$ cat config.mk
export PLATFORM = sky130hd
export DESIGN_NAME = serial_frame_arbiter
export DESIGN_NICKNAME = d
export VERILOG_FILES = /design/src/rtl/serial_pkg.sv /design/src/rtl/rr_arbiter.sv /design/src/rtl/serial_frame_arbiter.sv
export SDC_FILE = /design/constraint.sdc
export NUM_CORES = 1
export LEC_CHECK = 0
export ABC_AREA = 1
export CORE_MARGIN = 3
export CORE_UTILIZATION = 30
export DETAILED_ROUTE_END_ITERATION = 7
export DONT_BUFFER_PORTS = 1
export PLACE_DENSITY = 0.45
export RECOVER_POWER = 25
export SLEW_MARGIN = 40
export SYNTH_ARGS = -nofsm -noshare
export SYNTH_HDL_FRONTEND = slang
export SYNTH_SLANG_ARGS = --single-unit
$ cat constraint.sdc
create_clock -name clock -period 2.37 [get_ports clock]
set_input_delay 0.237 -clock clock [delete_from_list [all_inputs] [get_ports clock]]
set_output_delay 0.237 -clock clock [all_outputs]
set_load 0.005 [all_outputs]
$ cat src/rtl/serial_pkg.sv
// Shared definitions for the serial frame arbiter.
//   state_e        frame FSM states
//   SYNC_BYTE_DEF  default frame start marker
//   payload_bytes  bytes needed to carry a payload of the given bit width
package serial_pkg;

   typedef enum logic [2:0] {
      StIdle,
      StSync,
      StId,
      StData,
      StCsum
   } state_e;

   localparam logic [7:0] SYNC_BYTE_DEF = 8'hA5;

   function automatic int unsigned payload_bytes(input int unsigned bits);
      return (bits + 7) / 8;
   endfunction

endpackage

$ cat src/rtl/rr_arbiter.sv
// Round-robin arbiter: picks the first set request at or after rr_ptr, wrapping.
//   req          in   NUM_REQ  request vector
//   rr_ptr       in   IDX_W    highest-priority requester index
//   grant        out  NUM_REQ  one-hot grant (all zero when no request)
//   grant_idx    out  IDX_W    index of the granted requester
//   grant_valid  out  1        at least one request is set
module rr_arbiter #(
   parameter int unsigned NUM_REQ = 2,
   parameter int unsigned IDX_W   = 1
) (
   input  logic [NUM_REQ-1:0] req,
   input  logic [IDX_W-1:0]   rr_ptr,
   output logic [NUM_REQ-1:0] grant,
   output logic [IDX_W-1:0]   grant_idx,
   output logic               grant_valid
);

   always_comb begin
      int unsigned cand;
      grant       = '0;
      grant_idx   = '0;
      grant_valid = 1'b0;
      cand        = 0;
      // Scan priority order ptr, ptr+1, ... and compare against fixed indices so
      // every select stays constant after unrolling.
      for (int i = 0; i < NUM_REQ; i++) begin
         cand = int'(rr_ptr) + i;
         if (cand >= NUM_REQ) cand = cand - NUM_REQ;
         for (int k = 0; k < NUM_REQ; k++) begin
            if (!grant_valid && req[k] && (cand == k)) begin
               grant_valid = 1'b1;
               grant[k]    = 1'b1;
               grant_idx   = IDX_W'(k);
            end
         end
      end
   end

endmodule

$ cat src/rtl/serial_frame_arbiter.sv
// Shares one byte UART among NUM_REQ payload requesters. A round-robin winner has
// its payload latched and is sent as SYNC, ID, payload bytes (LSB first), XOR checksum.
//   clock     in   1                     system clock
//   reset     in   1                     synchronous, active-high
//   req       in   NUM_REQ               level request per requester
//   payload   in   NUM_REQ*PAYLOAD_BITS  requester i at [i*PAYLOAD_BITS +: PAYLOAD_BITS]
//   ack       out  NUM_REQ               one-hot pulse: payload latched
//   done      out  1                     pulse when checksum byte is accepted
//   busy      out  1                     frame in progress
//   tx_byte   out  8                     byte to UART
//   tx_valid  out  1                     tx_byte valid
//   tx_ready  in   1                     UART accepts on tx_valid && tx_ready
module serial_frame_arbiter
   import serial_pkg::*;
#(
   parameter int unsigned NUM_REQ      = 2,
   parameter int unsigned PAYLOAD_BITS = 162,
   parameter logic [7:0]  SYNC_BYTE    = SYNC_BYTE_DEF
) (
   input  logic                            clock,
   input  logic                            reset,
   input  logic [NUM_REQ-1:0]              req,
   input  logic [NUM_REQ*PAYLOAD_BITS-1:0] payload,
   output logic [NUM_REQ-1:0]              ack,
   output logic                            done,
   output logic                            busy,
   output logic [7:0]                      tx_byte,
   output logic                            tx_valid,
   input  logic                            tx_ready
);

   localparam int unsigned PAYLOAD_BYTES = payload_bytes(PAYLOAD_BITS);
   localparam int unsigned PAD_BITS      = PAYLOAD_BYTES * 8;
   localparam int unsigned BIDX_W        = $clog2(PAYLOAD_BYTES + 1);
   localparam int unsigned IDX_W         = (NUM_REQ > 1) ? $clog2(NUM_REQ) : 1;

   state_e               state_q;
   logic [IDX_W-1:0]     rr_ptr_q;
   logic [IDX_W-1:0]     gidx_q;
   logic [BIDX_W-1:0]    byte_idx_q;
   logic [7:0]           csum_q;
   logic [PAD_BITS-1:0]  latched_q;

   logic [NUM_REQ-1:0]   grant;
   logic [IDX_W-1:0]     grant_idx;
   logic                 grant_valid;
   logic [PAD_BITS-1:0]  latched_d;
   logic [BIDX_W-1:0]    sel_idx;
   logic [7:0]           sel_byte;
   logic [7:0]           id_byte;
   logic [IDX_W-1:0]     rr_next;
   logic                 accept;

   rr_arbiter #(
      .NUM_REQ (NUM_REQ),
      .IDX_W   (IDX_W)
   ) u_rr_arbiter (
      .req         (req),
      .rr_ptr      (rr_ptr_q),
      .grant       (grant),
      .grant_idx   (grant_idx),
      .grant_valid (grant_valid)
   );

   assign accept  = tx_valid && tx_ready;
   assign id_byte = 8'(gidx_q);

   // Upper pad bits of the last payload byte are forced to zero here.
   always_comb begin
      latched_d = '0;
      for (int k = 0; k < NUM_REQ; k++) begin
         if (int'(grant_idx) == k) begin
            latched_d[PAYLOAD_BITS-1:0] = payload[k*PAYLOAD_BITS +: PAYLOAD_BITS];
         end
      end
   end

   // Byte to present after the current accept: byte 0 when leaving ID, else the next one.
   always_comb begin
      sel_idx  = (state_q == StData) ? byte_idx_q + BIDX_W'(1) : '0;
      sel_byte = '0;
      for (int k = 0; k < PAYLOAD_BYTES; k++) begin
         if (int'(sel_idx) == k) sel_byte = latched_q[k*8 +: 8];
      end
   end

   always_comb begin
      rr_next = (int'(gidx_q) == NUM_REQ - 1) ? '0 : gidx_q + IDX_W'(1);
   end

   always_ff @(posedge clock) begin
      if (reset) begin
         state_q    <= StIdle;
         rr_ptr_q   <= '0;
         gidx_q     <= '0;
         byte_idx_q <= '0;
         csum_q     <= '0;
         latched_q  <= '0;
         ack        <= '0;
         done       <= 1'b0;
         busy       <= 1'b0;
         tx_byte    <= '0;
         tx_valid   <= 1'b0;
      end else begin
         ack  <= '0;
         done <= 1'b0;
         unique case (state_q)
            StIdle: begin
               tx_valid <= 1'b0;
               if (grant_valid) begin
                  latched_q  <= latched_d;
                  gidx_q     <= grant_idx;
                  ack        <= grant;
                  busy       <= 1'b1;
                  byte_idx_q <= '0;
                  csum_q     <= '0;
                  tx_byte    <= SYNC_BYTE;
                  tx_valid   <= 1'b1;
                  state_q    <= StSync;
               end
            end
            StSync: begin
               if (accept) begin
                  tx_byte <= id_byte;
                  state_q <= StId;
               end
            end
            StId: begin
               if (accept) begin
                  csum_q  <= csum_q ^ tx_byte;
                  tx_byte <= sel_byte;
                  state_q <= StData;
               end
            end
            StData: begin
               if (accept) begin
                  csum_q     <= csum_q ^ tx_byte;
                  byte_idx_q <= byte_idx_q + BIDX_W'(1);
                  if (byte_idx_q == BIDX_W'(PAYLOAD_BYTES - 1)) begin
                     tx_byte <= csum_q ^ tx_byte;
                     state_q <= StCsum;
                  end else begin
                     tx_byte <= sel_byte;
                  end
               end
            end
            StCsum: begin
               if (accept) begin
                  done     <= 1'b1;
                  busy     <= 1'b0;
                  tx_valid <= 1'b0;
                  tx_byte  <= '0;
                  rr_ptr_q <= rr_next;
                  state_q  <= StIdle;
               end
            end
            default: state_q <= StIdle;
         endcase
      end
   end

endmodule

==> results of run 1 <==
==> power by group through the flow <==
stage          logic [uW]  registers, uW  clock network (uW)
4_1_cts              4360           5000                3120
2_1_floorplan        2570           4630                   0
6_report             4460           5000                3050
5_1_grt              4990           5100                3220
3_3_place_gp         3750           5070                   0
3_5_place_dp         3750           5050                   0
==> state kept, by name (all words and copies together), names as in the netlist <==
name and count:
tx_valid 1, ack 2, state_q 3, byte_idx_q 5, rr_ptr_q 1, done 1, busy 1, latched_q 162
csum_q 8, tx_byte 8, gidx_q 1
==> metrics by stage <==
step / setup slack (ns) / setup TNS (ns) / instances / util
6_report: -0.372 / -2.68 / 2144 / 0.458
4_1_cts: -0.467 / -2.56 / 2136 / 0.455
3_5_place_dp: -0.639 / -3.68 / 1814 / 0.338
5_1_grt: -0.662 / -12.26 / 2144 / 0.458
2_1_floorplan: 0.0573 / 0 / 1423 / -
3_3_place_gp: -0.569 / -2.80 / 1814 / 0.338
==> timing repair <==
item	4_1_cts	5_1_grt
buffers inserted	10	4
pin swaps	25	20
gates cloned	0	1
endpoints found under the hold margin	157	13
endpoints found under the setup margin	8	15
gates resized for setup	36	27
==> Yosys cell counts <==
cell and count:
o32ai_1 27, nand4_1 30, o21ai_1 5, inv_1 85, a221oi_1 1, nor2_2 10, o2111ai_1 3, nand2_1 459
clkbuf_1 87, o211ai_1 1, a21oi_1 51, o21ai_0 156, inv_6 1, nor3_1 8, nor3_2 2, a211oi_1 3
o22ai_1 2, xor2_1 7, and3_1 1, nor2_4 1, nand3_4 3, nor2_1 114, ha_1 2, nand2_2 5
inv_2 3, nand2_4 2, dfxtp_1 193, buf_1 2, or2_2 5, xnor2_1 1, clkinv_1 1, a31oi_1 137
nand3_1 15
==> cell usage in the layout (no fill, tap or decap), types with 7 or more instances in the layout <==
cell type      netlist  final
nor2_2              10     18
buf_4                0     76
o32ai_1             27     27
nor2_1             114    104
dfxtp_1            193    190
buf_12               0      9
xor2_1               7      7
nand3_1             15      9
inv_1               85     80
a31oi_1            137    137
nand2_2              5     11
nand2_1            459    450
a21oi_1             51     49
nand4_1             30     30
clkbuf_16            0     17
dlygate4sd3_1        0    280
o21ai_0            156    154
==> how the worst min path moves through the flow <==
stage                 startpoint              to  slack (ns)  cells after the start
floorplan           payload[262]  latched_q[100]        0.40                      2
global placement           reset       csum_q[4]        0.31                      1
detailed placement         reset        tx_valid        0.31                      1
CTS                        reset       csum_q[2]       -0.17                      1
global route               reset      tx_byte[1]       -0.17                      1
finish                     reset       csum_q[5]       -0.15                      1
==> final cells by class <==
cell class	instances	area, um^2
Timing Repair inverter	1	3.75
Multi-Input combinational cell	1051	5210
Timing Repair Buffer	378	3640
Sequential cell	193	3870
Antenna cell	3	7.51
Tap cell	396	495
Inverter	90	350
Clock inverter	10	124
Clock buffer	22	474
Fill cell	2998	16800
==> metal layers <==
layer,track usage,routed length [um]
met1,0.300,18000
met2,0.381,19100
met3,0.0412,2110
met4,0.0838,1220
met5,0,12
==> critical path: stages, from the launching register on <==
cell and delay, ns:
dfxtp_4 0.38, ha_4 0.18, nand2_2 0.07, inv_2 0.04
nand3_2 0.07, nand3_4 0.13, nand2_4 0.11, buf_4 0.10
nor2_2 0.04, buf_4 0.14, nand2_1 0.05, nand4_1 0.19
nor3_2 0.22, nand4_1 0.14, nor2_1 0.12, nand4_1 0.13
nor2_2 0.13, nand4_1 0.14, nand2_1 0.10, nand2_1 0.05
nand2_1 0.06, a21oi_1 0.05
==> cell families after synthesis <==
| logic type | count (synthesis) |
|---|---|
| buffers and inverters | 179 |
| flip-flops | 193 |
| adder cells (fa/ha/maj) | 2 |
| AND/OR/NAND/NOR | 655 |
| XOR/XNOR | 8 |
| AO/OA/AOI/OAI | 386 |
==> flow_summary_export.csv, run 1 <==
group,metric,value,unit
floorplanning,rows,64,
cells_and_area,drive_gt1_frac,0.117,
synthesis,synthCells,1423,
synthesis,ys_seq_area_frac,0.404,
place,dpl_cell_area,10500,um^2
sta,relSlewSlack,0.575,
synthesis,synthTopCellsByArea,"dfxtp_1 40%, nand2_1 18%, a31oi_1 9.0%, o21ai_0 8.2%, nor2_1 4.5%",
critical_path,crit_end,"tx_byte[1]",
clocking,clkLatencyLatePin,0.45,ns
drt,wl_per_cell,18.9,um
pwr,switching_share,0.386,
critical_path,rr_endpoint,"tx_byte[1]",
floorplanning,die_w,185,um
synthesis,avgSynthCellArea,6.72,um^2
job,drv_cap,0,
synthesis,synth_top_family_by_area,"simple AND/OR/NAND/NOR gates",
min_path,hp-class,"in2reg",
run_status,violations,"hold timing, setup timing",
critical_path,ff2ff_setup_slack,-0.37,ns
drt,drc,0,
drt,wl,40.5,mm
synthesis,synth.top_cell.area_share,0.404,
sta,fin_crit,2.74,ns
pwr,intPower,7680,uW
global_routing,grt_usage,0.230,
critical_path,r2r_start,"byte_idx_q[0]",
critical_path,cp-end-kind,"register",
pwr,vdd_drop_max,0.579,mV
synthesis,yosys.area.top_type,"dfxtp_1",
synthesis,muxShareOfSynthArea,0,
run_status,status,"finished, violations left",
drt,ant_nets,0,
pwr,powerDensity,882,nW/um^2
sta,fin_crit_sh,1.16,
place,port_buffers,0,
place,place_congestion,0.860,
pwr,power_leakage,0.00574,uW
global_routing,grt_start_max_net_pins,92,
sta,fin_skew,0.0169,ns
clocking,htree_levels,4,
drt,viasPerCell,5.10,
drt,vias,10900,
clocking,cts_buffers,17,
floorplanning,io_pins,342,
clocking,cts_root_buffer,"clkbuf_16",
global_routing,globalRouteOverflowTotal,0,
floorplanning,core-area,31000,um^2
drt,dr.first_iter.drc_count,701,
floorplanning,die_area,34000,um^2
critical_path,reg2regPathDepth,21,
synthesis,synth_adder_area_share,0.00262,
global_routing,grt_pass1_vias,11000,
place,hpwl,28.4,mm
pwr,power,12500,uW
critical_path,crit_start,"byte_idx_q[0]",
critical_path,crit_type,"reg2reg",
cells_and_area,finalNetCount,2063,
floorplanning,fp.dieH,185,um
pwr,combPwrFrac,0.356,
global_routing,antenna_found_initial,4,
synthesis,synth_xor_area_frac,0.00733,
floorplanning,initial_core_util,0.308,
synthesis,synth-compound-area-share,0.234,
critical_path,cp_max_fo,5,
drt,drtPass1Iterations,5,
synthesis,ys_seq_elements,193,
synthesis,yosysWarnings,0,
synthesis,syn-cell-area,9560,um^2
cells_and_area,syn_to_final_growth,48.4,%
global_routing,grt_pass1_wl,60.7,mm
critical_path,required,2.72,ns
cells_and_area,final_area,14200,um^2
pwr,clock_power_share,0.244,
synthesis,syn-num-nets,1754,
clocking,cts_tree,"done",
synthesis,synthSimpleGateAreaFrac,0.282,
sta,fmax,0.365,GHz
sta,finalMaxSlewViolations,0,
sta,hold_viol,13,
pwr,power_frac_seq,0.400,
sta,rsz0062_at_grt,"yes",
clocking,clkTransAtPathRegs,0.08,ns
clocking,hold_buffers,280,
critical_path,cp.arrival,3.09,ns
critical_path,start_kind,"register",
clocking,clockBufferDepth,2,
pwr,p_switching,4830,uW
sta,tightestPinTransition,0.638,ns
synthesis,synth_cell_type_count,33,
sta,setup_violations,13,
sta,holdWs,-0.149,ns
clocking,clkSinkCount,193,
sta,fin_ws,-0.372,ns
Note: power is estimated with default switching activity, not from simulation.
==> inputs of run 2 (changes only) <==
--- a/config.mk
+++ b/config.mk
@@ -6,6 +6,7 @@
 export NUM_CORES = 1
 export LEC_CHECK = 0
 export ABC_AREA = 1
+export ABC_CLOCK_PERIOD_IN_PS = 2370
 export CORE_MARGIN = 3
 export CORE_UTILIZATION = 30
 export DETAILED_ROUTE_END_ITERATION = 7
==> results of run 2 <==
Same layout as run 1: the final DEF is identical, and so are final timing and power.
